$ cat src/rtl/ahb_input_pkg.sv
// Shared definitions for the AHB-Lite input port sampler: register map,
// debounce FSM states and STATUS/CONFIG bit positions.
package ahb_input_pkg;

  // Word offsets as seen on HADDR[3:2]
  localparam logic [1:0] REG_DATA    = 2'd0;
  localparam logic [1:0] REG_STATUS  = 2'd1;
  localparam logic [1:0] REG_CONFIG  = 2'd2;
  localparam logic [1:0] REG_CAPTURE = 2'd3;

  localparam int unsigned ST_CHANGED_BIT = 0;
  localparam int unsigned ST_OVERRUN_BIT = 1;
  localparam int unsigned CFG_DEB_MSB    = 15;
  localparam int unsigned CFG_IRQ_EN_BIT = 16;

  typedef enum logic {
    ST_STABLE,
    ST_SETTLE
  } deb_state_t;

endpackage

$ cat src/rtl/input_debouncer.sv
// Two-flop synchroniser plus settle-count debouncer; pulses event_o on the
// cycle whose closing edge moves a new value into stable_o.
module input_debouncer
  import ahb_input_pkg::*;
#(
  parameter int unsigned WIDTH = 32
) (
  input  logic             clk_i,
  input  logic             rst_i,
  input  logic [WIDTH-1:0] raw_i,
  input  logic [15:0]      deb_i,
  output logic [WIDTH-1:0] stable_o,
  output logic [WIDTH-1:0] cand_o,
  output logic             event_o
);

  deb_state_t       state_q, state_d;
  logic [WIDTH-1:0] s1_q, s_q;
  logic [WIDTH-1:0] stable_q, stable_d;
  logic [WIDTH-1:0] cand_q, cand_d;
  logic [15:0]      cnt_q, cnt_d;

  always_ff @(posedge clk_i or posedge rst_i) begin
    if (rst_i) begin
      s1_q     <= '0;
      s_q      <= '0;
      stable_q <= '0;
      cand_q   <= '0;
      cnt_q    <= '0;
      state_q  <= ST_STABLE;
    end else begin
      s1_q     <= raw_i;
      s_q      <= s1_q;
      stable_q <= stable_d;
      cand_q   <= cand_d;
      cnt_q    <= cnt_d;
      state_q  <= state_d;
    end
  end

  always_comb begin
    state_d  = state_q;
    stable_d = stable_q;
    cand_d   = cand_q;
    cnt_d    = cnt_q;
    event_o  = 1'b0;
    case (state_q)
      ST_STABLE: begin
        if (s_q != stable_q) begin
          cand_d  = s_q;
          cnt_d   = '0;
          state_d = ST_SETTLE;
        end
      end
      ST_SETTLE: begin
        if (s_q != cand_q) begin
          cand_d = s_q;
          cnt_d  = '0;
        end else if (cnt_q >= deb_i) begin
          // >= lets a lowered DEB finish at once instead of wrapping
          stable_d = cand_q;
          state_d  = ST_STABLE;
          event_o  = (cand_q != stable_q);
        end else if (cnt_q != '1) begin
          cnt_d = cnt_q + 16'd1;
        end
      end
      default: state_d = ST_STABLE;
    endcase
  end

  assign stable_o = stable_q;
  assign cand_o   = cand_q;

endmodule

$ cat src/rtl/ahb_input_sampler.sv
// Zero-wait AHB-Lite slave exposing the debounced input port, change status,
// capture copy and a level interrupt.
module ahb_input_sampler
  import ahb_input_pkg::*;
#(
  parameter int unsigned WIDTH     = 32,
  parameter logic [15:0] DEB_RESET = 16'd1000
) (
  input  logic             HCLK,
  input  logic             HRESET,
  input  logic [31:0]      HADDR,
  input  logic [31:0]      HWDATA,
  input  logic [2:0]       HSIZE,
  input  logic [1:0]       HTRANS,
  input  logic             HWRITE,
  input  logic             HREADY,
  input  logic             HSEL,
  output logic [31:0]      HRDATA,
  output logic             HREADYOUT,
  input  logic [WIDTH-1:0] iPort,
  output logic             irq
);

  logic             rd_en_q, wr_en_q;
  logic [1:0]       addr_q;
  logic [15:0]      deb_q, deb_d;
  logic             irq_en_q, irq_en_d;
  logic             changed_q, changed_d;
  logic             overrun_q, overrun_d;
  logic [WIDTH-1:0] capture_q, capture_d;
  logic [WIDTH-1:0] stable, cand;
  logic             chg_event;
  logic             sel;
  logic [31:0]      stable_ext, capture_ext;
  logic             unused_bits;

  assign unused_bits = ^{HSIZE, HADDR[31:4], HADDR[1:0], HWDATA[31:17]};

  input_debouncer #(
    .WIDTH(WIDTH)
  ) u_deb (
    .clk_i   (HCLK),
    .rst_i   (HRESET),
    .raw_i   (iPort),
    .deb_i   (deb_q),
    .stable_o(stable),
    .cand_o  (cand),
    .event_o (chg_event)
  );

  assign sel = HREADY & HSEL & (HTRANS != 2'b00);

  always_ff @(posedge HCLK or posedge HRESET) begin
    if (HRESET) begin
      rd_en_q   <= 1'b0;
      wr_en_q   <= 1'b0;
      addr_q    <= '0;
      deb_q     <= DEB_RESET;
      irq_en_q  <= 1'b0;
      changed_q <= 1'b0;
      overrun_q <= 1'b0;
      capture_q <= '0;
    end else begin
      rd_en_q   <= sel & ~HWRITE;
      wr_en_q   <= sel & HWRITE;
      if (sel) addr_q <= HADDR[3:2];
      deb_q     <= deb_d;
      irq_en_q  <= irq_en_d;
      changed_q <= changed_d;
      overrun_q <= overrun_d;
      capture_q <= capture_d;
    end
  end

  always_comb begin
    deb_d     = deb_q;
    irq_en_d  = irq_en_q;
    changed_d = changed_q;
    overrun_d = overrun_q;
    capture_d = capture_q;
    if (wr_en_q && addr_q == REG_STATUS) begin
      changed_d = changed_q & ~HWDATA[ST_CHANGED_BIT];
      overrun_d = overrun_q & ~HWDATA[ST_OVERRUN_BIT];
    end
    if (wr_en_q && addr_q == REG_CONFIG) begin
      deb_d    = HWDATA[CFG_DEB_MSB:0];
      irq_en_d = HWDATA[CFG_IRQ_EN_BIT];
    end
    // Applied after the W1C so a same-cycle event wins over the clear
    if (chg_event) begin
      capture_d = cand;
      changed_d = 1'b1;
      if (changed_q) overrun_d = 1'b1;
    end
  end

  always_comb begin
    stable_ext  = '0;
    capture_ext = '0;
    stable_ext[WIDTH-1:0]  = stable;
    capture_ext[WIDTH-1:0] = capture_q;
  end

  always_comb begin
    HRDATA = '0;
    if (rd_en_q) begin
      case (addr_q)
        REG_DATA:    HRDATA = stable_ext;
        REG_STATUS:  HRDATA = {30'd0, overrun_q, changed_q};
        REG_CONFIG:  HRDATA = {15'd0, irq_en_q, deb_q};
        REG_CAPTURE: HRDATA = capture_ext;
        default:     HRDATA = '0;
      endcase
    end
  end

  assign HREADYOUT = 1'b1;
  assign irq       = changed_q & irq_en_q;

endmodule

$ cat config.mk
export PLATFORM = sky130hd
export DESIGN_NAME = ahb_input_sampler
export DESIGN_NICKNAME = d
export VERILOG_FILES = /design/src/rtl/ahb_input_pkg.sv /design/src/rtl/input_debouncer.sv /design/src/rtl/ahb_input_sampler.sv
export SDC_FILE = /design/constraint.sdc
export NUM_CORES = 1
export LEC_CHECK = 0
export BUFFER_PORTS_ARGS = -buffer_cell sky130_fd_sc_hd__buf_2
export CELL_PAD_IN_SITES_DETAIL_PLACEMENT = 1
export CELL_PAD_IN_SITES_GLOBAL_PLACEMENT = 1
export CORE_ASPECT_RATIO = 0.6
export CORE_MARGIN = 8
export CORE_UTILIZATION = 25
export CTS_CLUSTER_SIZE = 8
export DETAILED_ROUTE_END_ITERATION = 6
export GPL_TIMING_DRIVEN = 1
export HOLD_SLACK_MARGIN = 0.06
export PLACE_DENSITY = 0.55
export SLEW_MARGIN = 20
export SYNTH_ARGS = -nofsm -noshare
export SYNTH_HDL_FRONTEND = slang
export SYNTH_SLANG_ARGS = --single-unit
$ cat constraint.sdc
create_clock -name HCLK -period 7.4 [get_ports HCLK]
set_input_delay 1.11 -clock HCLK [delete_from_list [all_inputs] [get_ports HCLK]]
set_output_delay 1.11 -clock HCLK [all_outputs]
set_load 0.02 [all_outputs]
==> flow_summary.json <==
{
  "status": "finished clean",
  "grt_pass1_wl_um": 41800,
  "synth.area.top_cells": "dfrtp_1 53%, mux2_2 14%, xor2_1 5.6%, xnor2_1 3.5%, ha_1 2.3%",
  "synthToLayoutAreaGrowth_pct": 17.4,
  "yosys_warnings": 0,
  "clock-root-buffer": "clkbuf_16",
  "min_path_type": "reg -> reg",
  "fin_setup_tns_ns": 0,
  "placed_cells": 1284,
  "tightest_slew_ns": 0.947,
  "port_buffers": 90,
  "p_int_mw": 1.78,
  "final.fill_count": 3978,
  "grt_pass1_vias": 6483,
  "synth_fp_nets": 861,
  "wl_per_cell_um": 20.5,
  "dp_hpwl_um": 19700,
  "slew_violations": 0,
  "drt_wl_total_um": 26900,
  "end_kind": "output pin",
  "vias_per_cell": 4.59,
  "dr.pass1.iters": 5,
  "path_delay_family": "simple AND/OR/NAND/NOR gates",
  "synth_top_area_cell": "dfrtp_1",
  "die_y_um": 165,
  "ctsResizeCount": 0,
  "fmax_ghz": 0.263,
  "synth_edf_count": 0,
  "pwr-share-seq": 0.506,
  "ant_nets": 0,
  "critPathMaxFanout": 15,
  "grt_overflow": 0,
  "rsz0062_at_grt": "false",
  "ir_worst_vdd_uv": 143,
  "drt_iter0_drc": 518,
  "p_switching_mw": 0.688,
  "power_leakage_nw": 4.95,
  "post_synth.cell_area_avg_um2": 12.5,
  "ys.flop_type": "dfrtp_1",
  "start_kind": "register",
  "crit_required_ns": 6.29,
  "path_class": "reg -> out",
  "finClkSkew_ns": 0.0133,
  "cap_violations": 0,
  "track_usage": 0.129,
  "nets": 951,
  "yosys.area.top_type_share": 0.527,
  "period_minus_slack_ns": 3.80,
  "fin_cells": 1316,
  "vias": 6041,
  "finalSetupViolations": 0,
  "gp_congestion": 0.790,
  "cts_buffer_depth": 2,
  "seq_area_frac_synth": 0.544,
  "slowest_delay_ns": 0.72,
  "core_um2": 36300,
  "grt_max_degree": 130,
  "drive_gt1_frac": 0.306,
  "swShare": 0.279,
  "n_antenna_cell": 0,
  "initial_utilization": 0.253,
  "cts_buffers": 17,
  "antenna_found_initial": 0,
  "max-slew-margin-rel": 0.367,
  "cp.arrival_ns": 2.69,
  "yosys.cell_types.count": 53,
  "finalHoldViolCount": 0,
  "tritoncts": "built",
  "clkLatencyLatePin_ns": 0.46,
  "clkPwrFrac": 0.379,
  "pwr-share-comb": 0.115,
  "die_x_um": 264,
  "register_area_um2": 5010,
  "synthArstFlopShare": 1.00,
  "ys_ff_latch": 200,
  "cts.sinks": 200,
  "dieArea_um2": 43400,
  "syn_inst": 738,
  "cp_cell_sequence": "buf_4 -> nor2_2 -> a22oi_1 -> nor2b_1 -> buf_2",
  "clkSlewWorstSetupHoldPaths_ns": 0.07,
  "drc_errors": 0,
  "post_cts_buffers": 0,
  "finalCritPeriodShare": 0.514,
  "ios": 140,
  "htreeDepth": 4,
  "multi_input_area_um2": 4000,
  "rows": 54,
  "powerDensity_nw_per_um2": 228,
  "critical-path-slowest-cell": "nor2_2",
  "cts.hold.buffers_added": 0,
  "syn_area_um2": 9210,
  "path_buf_inv": 2
}
[flip-flops by register name, summed over array words and instances, names as in the netlist]
signal,cells
wr_en_q,1
deb_q,16
rd_en_q,1
irq_en_q,1
u_deb.cand_o,32
u_deb.s_q,32
u_deb.cnt_q,16
capture_ext,32
changed_q,1
overrun_q,1
addr_q,2
u_deb.stable_o,32
u_deb.s1_q,32
u_deb.state_q,1
[path summary, 6_finish.rpt]
check                                      from                 end  slack, ns  depth (start not counted)
max in group asynchronous                HRESET       u_deb.s_q[26]       5.04                          3
worst min-delay path             u_deb.s1_q[25]       u_deb.s_q[25]       0.35                          0
min in group asynchronous                HRESET      u_deb.s1_q[16]       0.83                          2
worst max register to register  u_deb.cnt_q[13]  u_deb.stable_o[31]       3.77                          8
worst min register to register   u_deb.s1_q[25]       u_deb.s_q[25]       0.35                          0
worst max-delay path                  addr_q[0]          HRDATA[30]       3.60                          5
[stage by stage]
| step | cell area [um^2] | power [mW] | worst slack (ns) | utilization | hold slack [ns] |
|---|---|---|---|---|---|
| floorplan | 9210 | 1.43 | 0.846 | - | 0.331 |
| global placement | 10200 | 1.55 | 3.82 | 0.281 | 0.335 |
| detailed placement | 10200 | 1.56 | 3.81 | 0.281 | 0.336 |
| CTS | 10800 | 2.52 | 3.51 | 0.297 | 0.353 |
| global route | 10800 | 2.60 | 3.42 | 0.297 | 0.356 |
| finish | 10800 | 2.47 | 3.60 | 0.297 | 0.349 |
[kinds of logic (layout without fill, tap and decap cells)]
logic type / count (synthesis) / after routing / synth area share
XOR/XNOR: 96 / 96 / 0.0913
AO/OA/AOI/OAI: 78 / 78 / 0.0561
AND/OR/NAND/NOR: 162 / 162 / 0.101
buffers and inverters: 52 / 154 / 0.0224
multiplexers: 132 / 132 / 0.162
adder cells (fa/ha/maj): 17 / 17 / 0.0231
other: 1 / 1 / 0.000407
flip-flops: 200 / 200 / 0.544
[power groups by stage]
stage	registers (mW)	clock network [mW]	logic, mW
after floorplan	1.24	0	0.197
final	1.25	0.937	0.283
after global routing	1.26	1.02	0.323
after CTS	1.25	0.973	0.291
after global placement	1.27	0	0.284
after detailed placement	1.27	0	0.288
[cell usage in the layout (no fill, tap or decap), drive strengths merged, types with 20 or more instances in the layout]
cell   count
and2      24
buf       99
dfrtp    194
inv       31
mux2     115
nand2     31
nor4      20
o21ai     25
xnor2     37
xor2      59
[worst register-to-register path: stages, from the launching register on]
cell and delay (ns):
dfrtp_1 0.48, ha_1 0.34, and4_1 0.23, nand4_1 0.27, a311o_1 0.46, and2_1 0.19, nand2_1 0.34, nand2_2 0.65
mux2_1 0.55
[Yosys cell counts (all sizes together), types with 9 or more instances]
library cell / number
dfrtp: 194
ha: 17
a21oi: 10
xnor2: 37
xor2: 59
mux2i: 15
o21ai: 25
and2: 24
buf: 9
nand3: 18
inv: 24
nor4: 20
nand2: 31
a22oi: 15
clkbuf: 19
nor2b: 18
nand4: 17
mux2: 115
[layout make-up]
type / instances / share of cell area
clock buffers: 18 / 0.0406
well taps: 476 / 0.0551
multi-input cells: 486 / 0.370
flip-flops and latches: 200 / 0.464
inverters: 24 / 0.00903
clock inverters: 13 / 0.0127
repair buffers: 99 / 0.0486
[metal layers]
metal / up-vias / global-route usage / wire length [um]
met5: - / 0 / 0
li1: 2792 / - / -
met3: 20 / 0.0330 / 1380
met1: 3134 / 0.195 / 14100
met4: 0 / 0.0336 / 419
met2: 95 / 0.177 / 11000
Power figures use the tool's default switching activity.
